$ cat config.mk
export PLATFORM = sky130hd
export DESIGN_NAME = sine_phase_gen
export DESIGN_NICKNAME = d
export VERILOG_FILES = /design/src/rtl/sine_phase_gen.sv
export SDC_FILE = /design/constraint.sdc
export NUM_CORES = 1
export LEC_CHECK = 0
export CORE_MARGIN = 1
export CORE_UTILIZATION = 25
export DETAILED_ROUTE_END_ITERATION = 7
export GPL_TIMING_DRIVEN = 0
export RECOVER_POWER = 25
export SYNTH_ARGS = -nofsm -noshare
export SYNTH_HDL_FRONTEND = slang
export SYNTH_SLANG_ARGS = --single-unit
$ cat constraint.sdc
create_clock -name clk -period 4.4 [get_ports clk]
set_input_delay 0.88 -clock clk [delete_from_list [all_inputs] [get_ports clk]]
set_output_delay 0.88 -clock clk [all_outputs]
set_load 0.005 [all_outputs]
$ cat src/rtl/sine_phase_gen.sv
// Phase-accumulator ROM address generator with boundary-synchronised retune and stop.
// Optional quarter-wave addressing: define SINE_QUARTER_WAVE_EN.
module sine_phase_gen #(
  parameter int unsigned ACC_WIDTH  = 16,
  parameter int unsigned ADDR_WIDTH = 6
) (
  input  logic                  clk,
  input  logic                  rst,
  input  logic                  tick,
  input  logic                  start,
  input  logic                  stop,
  input  logic [ACC_WIDTH-1:0]  ftw,
  input  logic                  ftw_valid,
  output logic                  ftw_ready,
  output logic [ADDR_WIDTH-1:0] address,
  output logic                  en,
  output logic                  wrap,
  output logic                  busy,
  output logic                  negate
);

  typedef enum logic [1:0] {
    S_IDLE,
    S_RUN,
    S_STOPPING
  } state_t;

  state_t state;
  state_t state_nxt;

  logic [ACC_WIDTH-1:0]  phase;
  logic [ACC_WIDTH-1:0]  ftw_act;
  logic [ACC_WIDTH-1:0]  ftw_shd;
  logic                  pending;

  logic                  sample;
  logic [ACC_WIDTH:0]    sum;
  logic                  carry;
  logic                  xfer;
  logic                  apply;
  logic [ADDR_WIDTH-1:0] addr_nxt;
  logic                  neg_nxt;

  always_comb begin
    sample    = tick && (state != S_IDLE);
    sum       = {1'b0, phase} + {1'b0, ftw_act};
    carry     = sum[ACC_WIDTH];
    xfer      = ftw_valid && !pending;
    // Shadow word lands immediately when idle, otherwise only on a wrap sample.
    apply     = pending && ((state == S_IDLE) || (sample && carry));
    ftw_ready = !pending;
  end

`ifdef SINE_QUARTER_WAVE_EN
  logic [1:0]            quad;
  logic [ADDR_WIDTH-1:0] qaddr;

  always_comb begin
    quad     = phase[ACC_WIDTH-1 -: 2];
    qaddr    = phase[ACC_WIDTH-3 -: ADDR_WIDTH];
    addr_nxt = quad[0] ? ~qaddr : qaddr;
    neg_nxt  = quad[1];
  end
`else
  always_comb begin
    addr_nxt = phase[ACC_WIDTH-1 -: ADDR_WIDTH];
    neg_nxt  = 1'b0;
  end
`endif

  always_ff @(posedge clk) begin
    if (rst) begin
      state <= S_IDLE;
    end else begin
      state <= state_nxt;
    end
  end

  always_comb begin
    state_nxt = state;
    case (state)
      S_IDLE: begin
        if (start) begin
          state_nxt = S_RUN;
        end
      end
      S_RUN: begin
        // A zero word never wraps, and a stop coinciding with the wrap sample
        // already ends the period, so both skip STOPPING.
        if (stop) begin
          if ((ftw_act == '0) || (sample && carry)) begin
            state_nxt = S_IDLE;
          end else begin
            state_nxt = S_STOPPING;
          end
        end
      end
      S_STOPPING: begin
        if (sample && carry) begin
          state_nxt = S_IDLE;
        end
      end
      default: state_nxt = S_IDLE;
    endcase
  end

  always_ff @(posedge clk) begin
    if (rst) begin
      phase   <= '0;
      ftw_act <= '0;
      ftw_shd <= '0;
      pending <= 1'b0;
      address <= '0;
      en      <= 1'b0;
      wrap    <= 1'b0;
      busy    <= 1'b0;
      negate  <= 1'b0;
    end else begin
      busy <= (state != S_IDLE);
      en   <= sample;
      wrap <= sample && carry;

      if ((state == S_IDLE) && start) begin
        phase <= '0;
      end else if (sample) begin
        phase <= sum[ACC_WIDTH-1:0];
      end

      if (sample) begin
        address <= addr_nxt;
        negate  <= neg_nxt;
      end

      // xfer needs pending low and apply needs it high, so they never collide.
      if (xfer) begin
        ftw_shd <= ftw;
        pending <= 1'b1;
      end else if (apply) begin
        ftw_act <= ftw_shd;
        pending <= 1'b0;
      end
    end
  end

endmodule

Word level (Yosys, flattened, before mapping)
Index checks and enable logic that the tools add are counted.
Storage, ports and cells
  flip-flop bits (word level): 60
  word-level logic and storage cells: 38
  bits of input ports: 22
  output and inout bits: 11
Operators by class
  multiplexer cells: 7
  $add $sub $neg: 1
  reduce and logical (&&, ||, !) cells: 15
  equality and inequality tests: 5
  bitwise gates (word level): 1
Operator list (count)
  adder 16 x 16 -> 17 bit: 1
  logical NOT 16 bit: 1
  2-to-1 mux 2 bit: 4
  inequality test 2 bit (second input constant): 3
  case mux 2 bit (3 select lines): 1
  logical AND 1 bit: 5
  nonzero test 2 bit: 2
  AND reduction 3 bit: 1
  == test 2 x 1 -> 1 bit (second input constant): 1
  == test 2 bit (second input constant): 1
  logical NOT 2 bit: 1
  logical OR 1 bit: 2
  2-to-1 mux 1 bit: 2
  AND reduction 2 bit: 1
  OR reduction 2 bit: 1
  logical NOT 1 bit: 1
  inverter 1 bit: 1

Longest topological paths before layout
Gate-level depths: netlist (run 1).
  depth after elaboration: 7
  gate-level depth with buffers: 9
  gate-level depth less buffers: 8

Least setup slack after synthesis (run 1)
No wires, ideal clock.
  path type: register -> register
  from: register phase[8]
  to: register phase[10]
  cell stages (with the launch flop): 9
  slack: 2.431 ns
  library setup time: 0.122 ns
  arrival time: 1.847 ns
  data required time: 4.278 ns
  period minus slack after synthesis: 1.969 ns
  buffers on the path: 1
  path through: dfxtp_1 ha_1 buf_6 and3_1 a221o_1 a21o_1 a21oi_2 nor4_1 a311o_1
Between the ends
  word-level cells in the longest chain between the ends: 1
RTL lines
  start: declaration: line 31  | logic [ACC_WIDTH-1:0] phase;
  start signal: assignment: line 126  | phase <= sum[ACC_WIDTH-1:0];
  adder 16 x 16 -> 17 bit: line 46  | sum = {1'b0, phase} + {1'b0, ftw_act};
Every way passes these cells.
A chain may end at the register's enable or synchronous reset.

Worst setup path in the final report (run 1)
  from: input port tick
  to: register address[0]
Between the ends
  word-level cells in the longest chain between the ends: 1
RTL lines
  start: declaration: line 9  | input logic tick,
  logical AND 1 bit: line 45  | sample = tick && (state != S_IDLE);
  end signal: assignment: line 130  | address <= addr_nxt;
  end: declaration: line 15  | output logic [ADDR_WIDTH-1:0] address,
Every way passes these cells.

==> results.md, run 1 <==
• complete, but fails checks — status
• design-rule violations — failing checks
• 2364 ps — minimum clock period after layout
• 423.0 MHz — achievable frequency
• 7197 µm — DRT Wirelength
• 0 — number of hold violations in the final report
• 0 — antenna violations before repair
• 3 — Crit path buffers/inverters
• 0.3286 — utilization after layout
• ftw_act[13] — RR Startpoint
• clkdlybuf4s50_1, nor2b_1, clkbuf_1, buf_2, nand2_1, a21oi_1 — cell-by-cell listing of the critical path
• 1192 — number of filler cells placed in the layout
• 6 — number of detailed-routing iterations run before antenna repair
• 111.8 µm — Die X
• 1 — Post-route DRC
• 1.485 nW — reported leakage power
• 0 — total of endpoints with negative setup slack in the final report
• 5496 µm — detailed-placement wirelength estimate
• 622.4 ps — Worst Tran Pin Value
• 0 — count of cells resized by post-cts repair
• 0 — global route overflow
• 0 — number of inserted diodes
• 111.8 µm — vertical die dimension
• 2 — Max clock buf depth
• 349 — number of instances in the synthesized netlist
• 2150 ps — setup slack, reg-to-reg
• 380.1 nW/µm² — pwr/cell area
• 0.0002762 V — worst supply voltage drop on vdd
• 12 — maximum number of pins on one net before global-route repair
• built — clock tree from TritonCTS
• 60 — Num Clock Sinks
• 429 — net count reported at finish
• input port — kind of launch point of the worst setup path
• 12490 µm² — die area
• 0.5373 — share of the clock period used by the worst path after layout
• buffers and inverters — top cell family by delay on the critical path
• 4.872 — detailed-route vias per instance
• 33 — Boundary Pins
• 4660 ps — data required time of the worst path
• 13.40 µm — average wire length per cell after detail routing
• 30 — buffers added on ports
• 530 ps — highest cell delay on the worst timing path
• 10 — highest fanout seen on the critical path
• 11560 µm² — Core ar.
• 7.801 ps — worst clock skew
• 12430 µm — first-pass GRT wire length
• 50 ps — clock slew at reported path FFs
• 3 — H-tree lvl count
• address[1] — source of the worst hold timing path
• 330 ps — later-pin clock latency in the skew report
• 171 — Detailed Route Iter0 Violations
• 8 — Register-to-Register Path Depth
• 0.1066 — fraction of final layout cells with drive strength greater than 1
• reg2reg — classification of the worst-slack hold path
• 0.2605 — starting density of the core
• 0 — number of max-cap violations
• address[1] — capture endpoint of the worst hold path
• 388 — Post-Syn Nets
• sky130_fd_sc_hd__clkbuf_16 — master cell of the clock root buffer
• 2616 — routed via count
• 0.3987 — sequential share of the synthesized area
• 8.633 µm² — synthesized area per cell
• 0 — cts-stage hold buffer count
• 0 — proportion of register bits with asynchronous set or reset after synthesis
• sky130_fd_sc_hd__clkdlybuf4s50_1 — library cell contributing the largest single delay on the critical path
• 26.12% — area growth from synthesis to layout
• 0 — Max Transition Viols Final
• 0 — synth warn
• 6 — cell count along the critical path
• no — setup repair after global routing missed its margin
• 3013 µm² — summed instance area of the synthesized netlist
• 0.1261 — Total GRT Usage
• 0 — postcts setup bufs
• 2 — hold path cells
• 50 — number of library cell types mapped by synthesis
• in2reg — worst setup path category
• 0.8810 — routability-driven placement congestion ratio
• sky130_fd_sc_hd__dfxtp_1 — Top FF cell, synth
• 39 — total number of placement rows
• 0 — EDFF count, synth
• 2620 ps — data arrival time at the worst-slack endpoint
• ftw_act[14] — Critical R2R Capture
• 60 — flops & latches, synth
• 0 — remaining antenna violation count after routing
• 9 — CTS Buf Count
• 0.5850 — max_slew headroom
• 0 ps — accumulated negative setup slack
• flop — Critical Path End Type
• 2537 — via count of the first global-routing pass
• tick — first element of the critical path
==> layout by cell type (no fill, tap or decap), drive strengths merged, types with 2 or more instances in the layout <==
cell	n
mux2i	20
nor2	30
and3	6
a21oi	45
o21a	2
buf	7
dfxtp	60
ha	16
o211ai	2
nor4	6
a211oi	6
nand4	5
inv	4
xnor2	5
bufinv	2
nand3	10
o21ai	11
a21o	5
clkinv	3
dlygate4sd3	11
nand2	67
nor2b	2
clkdlybuf4s50	19
o21bai	2
nor3	9
clkbuf	21
xor2	3
==> Yosys cell counts, types with 3 or more instances <==
cell | number | area share
sky130_fd_sc_hd__clkbuf_1 | 10 | 0.012
sky130_fd_sc_hd__nor2_1 | 28 | 0.035
sky130_fd_sc_hd__xor2_1 | 3 | 0.0087
sky130_fd_sc_hd__and3_1 | 5 | 0.010
sky130_fd_sc_hd__inv_1 | 4 | 0.0050
sky130_fd_sc_hd__nor4_1 | 6 | 0.012
sky130_fd_sc_hd__xnor2_1 | 5 | 0.015
sky130_fd_sc_hd__buf_6 | 4 | 0.015
sky130_fd_sc_hd__nand4_1 | 5 | 0.010
sky130_fd_sc_hd__a21oi_1 | 40 | 0.066
sky130_fd_sc_hd__o21ai_0 | 6 | 0.010
sky130_fd_sc_hd__mux2i_1 | 20 | 0.066
sky130_fd_sc_hd__dfxtp_1 | 60 | 0.40
sky130_fd_sc_hd__o21ai_2 | 4 | 0.012
sky130_fd_sc_hd__a21o_1 | 5 | 0.012
sky130_fd_sc_hd__ha_1 | 16 | 0.066
sky130_fd_sc_hd__nand2_1 | 66 | 0.082
sky130_fd_sc_hd__a211oi_1 | 5 | 0.012
sky130_fd_sc_hd__nor3_1 | 7 | 0.012
sky130_fd_sc_hd__a21oi_2 | 4 | 0.012
sky130_fd_sc_hd__nand3_1 | 10 | 0.017
==> cells by family after synthesis <==
family          Yosys count  synth area share
compound gates           82            0.1836
simple gates            137            0.2035
flops                    60            0.3987
buf+inv                  23           0.04651
other cells               1          0.001245
xor+xnor                  8           0.02326
fa+ha+maj                17           0.07309
mux                      21           0.07018
==> through the flow <==
stage	hold WS, ps	cell area (µm²)	setup slack (ps)	power (mW)	cells
after global placement	444.5	3492	1693	0.7113	522
after detailed placement	447.3	3492	1699	0.7132	522
after CTS	454.1	3807	2036	1.461	537
final	447.9	3800	2036	1.444	537
after floorplan	436.0	3013	2431	0.6625	349
after global routing	475.7	3800	1913	1.504	537
==> power breakdown <==
part / switching (mW) / internal (mW) / leakage, nW
combinational: 0.0699 / 0.0554 / 0.847
clock: 0.253 / 0.492 / 0.151
sequential: 0.0130 / 0.561 / 0.487
==> sequential cells by signal, indices dropped and copies added, names as in the netlist <==
name and count:
ftw_act 16, ftw_shd 16, phase 16, address 6, state 2, busy 1
en 1, pending 1, wrap 1
==> worst register-to-register path: stages, from the launching register on <==
cell,delay (ps)
sky130_fd_sc_hd__dfxtp_1,440
sky130_fd_sc_hd__ha_1,340
sky130_fd_sc_hd__a21oi_1,250
sky130_fd_sc_hd__o21ai_2,120
sky130_fd_sc_hd__a2111oi_4,380
sky130_fd_sc_hd__a21oi_4,190
sky130_fd_sc_hd__buf_12,200
sky130_fd_sc_hd__mux2i_1,150
sky130_fd_sc_hd__nor2_1,60
==> layout make-up <==
type / instances / area, µm² / share of cell area
Timing Repair Buffer: 30 / 300.3 / 0.07903
Buffer: 19 / 117.6 / 0.03095
Sequential cell: 60 / 1201 / 0.3161
Multi-Input combinational cell: 266 / 1672 / 0.4399
Clock buffer: 9 / 225.2 / 0.05927
Tap cell: 143 / 178.9 / 0.04709
Inverter: 4 / 15.01 / 0.003951
Clock inverter: 6 / 90.09 / 0.02371
==> worst max path at each step <==
stage               slack [ps]          to
floorplan                 2430   phase[10]
global placement          1690        wrap
detailed placement        1700  address[0]
CTS                       2040  address[0]
global route              1910  address[4]
finish                    2040  address[0]
==> layer usage <==
layer | part of all wire | vias up | GRT usage
met1 | 0.48 | 1208 | 0.1654
met5 | 0 | - | 0
met4 | 0.025 | 0 | 0.04595
met3 | 0.060 | 21 | 0.03919
li1 | - | 1317 | -
met2 | 0.44 | 70 | 0.1938
Power figures use the tool's default switching activity.
==> inputs of run 2 (changes only) <==
==> constraint.sdc (replaced) <==
create_clock -name clk -period 2.1 [get_ports clk]
set_input_delay 0.42 -clock clk [delete_from_list [all_inputs] [get_ports clk]]
set_output_delay 0.42 -clock clk [all_outputs]
set_load 0.005 [all_outputs]
==> results.md, run 2 (same netlist as run 1, synthesis figures left out) <==
• complete, but fails checks — status
• design-rule violations — failing checks
• 163 — Detailed Route Iter0 Violations, -4.7%
• 6 — number of detailed-routing iterations run before antenna repair, unchanged
• 767.5 nW/µm² — pwr/cell area, +100%
• sky130_fd_sc_hd__nand2_1 (65), sky130_fd_sc_hd__dfxtp_1 (50), sky130_fd_sc_hd__a21oi_1 (39), sky130_fd_sc_hd__nor2_1 (28) — commonest non-fill, non-tap cells in the layout
• 0.8810 — routability-driven placement congestion ratio, unchanged
• 498.1 MHz — achievable frequency
• 4.924 — detailed-route vias per instance, +1.1%
• 522 — post-placement cell count, unchanged
• 2547 — via count of the first global-routing pass, +0.39%
• 12490 µm² — die area, unchanged
• 39 — total number of placement rows, unchanged
• pending — capture endpoint of the worst hold path
• ftw_act x16, ftw_shd x16, phase x16 — biggest registers after layout
• 0.1267 — Total GRT Usage, +0.0005816
• 0.9559 — share of the clock period used by the worst path after layout
• 429 — net count reported at finish, unchanged
• 2230 ps — data arrival time at the worst-slack endpoint, -390 ps
• 1165 — number of filler cells placed in the layout, -2.3%
• ftw_act[8] — RR Startpoint
• 0 — number of max-cap violations, unchanged
• 33 — Boundary Pins, unchanged
• 2007 ps — minimum clock period after layout
• sky130_fd_sc_hd__clkbuf_16 — master cell of the clock root buffer
• 0 — Max Transition Viols Final, unchanged
• sky130_fd_sc_hd__dfxtp_4 — library cell contributing the largest single delay on the critical path
• 111.8 µm — vertical die dimension, unchanged
• 0.0005799 V — worst supply voltage drop on vdd, +110%
• 2 — hold path cells, unchanged
• 2644 — routed via count, +1.1%
• flop — Critical Path End Type
• 12 — maximum number of pins on one net before global-route repair, unchanged
• 7 — highest fanout seen on the critical path, -3
• 60 ps — clock slew at reported path FFs, about the same
• 340 ps — later-pin clock latency in the skew report, about the same
• 8 — Register-to-Register Path Depth, unchanged
• sky130_fd_sc_hd__nand2_1 — most frequent standard cell in the layout excluding fill and tap cells
• yes — setup repair after global routing missed its margin
• 60 — Num Clock Sinks, unchanged
• 90 ps — setup slack, reg-to-reg, -2060 ps
• 300.7 ps — worst hold slack, -147.2 ps
• 3 — H-tree lvl count, unchanged
• 537 — final cell count without fillers, unchanged
• in2reg — classification of the worst-slack hold path
• 7.898 ps — worst clock skew, +0.09706 ps
• 0 — total of endpoints with negative setup slack in the final report, unchanged
• 0 — remaining antenna violation count after routing, unchanged
• 0 — cts-stage hold buffer count, unchanged
• reg2reg — worst setup path category
• 1 — Post-route DRC, unchanged
• 0.5937 — max_slew headroom, +0.008654
• 3979 µm² — post-route cell area, +4.7%
• flop — kind of launch point of the worst setup path
• ha_4, buf_6, and3_4, a221o_1, a21o_1, a21oi_2, nor4_1, a311o_1 — cell-by-cell listing of the critical path
• 2320 ps — data required time of the worst path, -2340 ps
• 0 — number of inserted diodes, unchanged
• 30 — buffers added on ports, unchanged
• 7468 µm — DRT Wirelength, +3.8%
• 32.06% — area growth from synthesis to layout
• 0.1675 — fraction of final layout cells with drive strength greater than 1, +0.06091
• 9 — CTS Buf Count, unchanged
• 380 ps — highest cell delay on the worst timing path, -150 ps
• 0 — number of hold violations in the final report, unchanged
• 0.2605 — starting density of the core, unchanged
• 3492 µm² — post-detailed-placement cell area, unchanged
• 111.8 µm — Die X, unchanged
• 13.91 µm — average wire length per cell after detail routing, +3.8%
• rst — source of the worst hold timing path
• 2 — Max clock buf depth, unchanged
• 12450 µm — first-pass GRT wire length, +0.23%
• 609.4 ps — Worst Tran Pin Value, -12.98 ps
• phase[10] — Critical R2R Capture
• 0 — global route overflow, unchanged
• 0 ps — accumulated negative setup slack, unchanged
• 0 — antenna violations before repair, unchanged
• 11560 µm² — Core ar., unchanged
• 5496 µm — detailed-placement wirelength estimate, unchanged
• built — clock tree from TritonCTS
• 1.475 nW — reported leakage power, -0.73%
[run 2: cell types whose count changed in the layout (fill, tap and decap cells not counted), sizes merged]
cell / change
clkbuf: -2
dlygate4sd3: -1
buf: +2
clkdlybuf4s50: +1
[run 2: area by class of cell]
class	count	area, µm²	area share
buffer	18	120.1	0.03019
clock buffer	9	225.2	0.05660
clock inverter	6	90.09	0.02264
inverter	4	15.01	0.003774
multi-input combinational	266	1813	0.4557
sequential	60	1216	0.3057
tap	143	178.9	0.04497
timing repair buffer	31	320.3	0.08050
[run 2: through the flow]
stage	total power, mW	setup WS [ps]	utilization
CTS	3.069	1.711	0.3327
floorplan	1.388	130.8	-
global placement	1.490	-147.0	0.3020
detailed placement	1.494	-141.0	0.3020
global route	3.170	-15.29	0.3440
finish	3.054	92.53	0.3440
[run 2: timing repair]
item,in CTS,in global routing
resized for setup,7,27
pin swaps,2,6
setup endpoints to repair,12,19
setup buffers,1,0
[run 2: worst max-delay path: cells and delay by family (launching register included)]
family,cells,cell delay (ps)
AOI/OAI and AO/OA,4,960
DFF,1,380
and+or+nand+nor,2,230
adders and majority gates,1,200
buffers and inverters,1,130
[run 2: per-layer routing]
layer	vias up	routed length [µm]	global-route usage
li1	1317	-	-
met1	1249	3591	0.1631
met2	62	3294	0.1967
met3	16	445	0.04300
met4	0	137	0.04414
met5	-	0	0
[run 2: how the worst max path moves through the flow]
| stage | startpoint | end | slack, ps | depth (start not counted) |
|---|---|---|---|---|
| 6_report | ftw_act[8] | phase[10] | 90 | 8 |
| 3_3_place_gp | tick | wrap | -150 | 5 |
| 4_1_cts | ftw_act[8] | phase[10] | 2 | 8 |
| 5_1_grt | ftw_act[8] | phase[14] | -20 | 8 |
| 3_5_place_dp | tick | address[0] | -140 | 6 |
| 2_1_floorplan | phase[8] | phase[10] | 130 | 8 |
[run 2: where the power goes]
group	switching (mW)	total, mW	internal [mW]
logic	0.151	0.280	0.129
clock network	0.538	1.57	1.03
registers	0.0294	1.20	1.17
total	0.719	3.05	2.34
==> inputs of run 3 (changes only) <==
--- a/config.mk
+++ b/config.mk
@@ -5,9 +5,10 @@
 export SDC_FILE = /design/constraint.sdc
 export NUM_CORES = 1
 export LEC_CHECK = 0
-export CORE_MARGIN = 1
+export ABC_CLOCK_PERIOD_IN_PS = 2100
 export CORE_UTILIZATION = 25
 export DETAILED_ROUTE_END_ITERATION = 7
+export GPL_ROUTABILITY_DRIVEN = 1
 export GPL_TIMING_DRIVEN = 0
 export RECOVER_POWER = 25
 export SYNTH_ARGS = -nofsm -noshare
==> results of run 3 <==
Same layout as run 2: the final DEF is identical, and so are final timing and power.
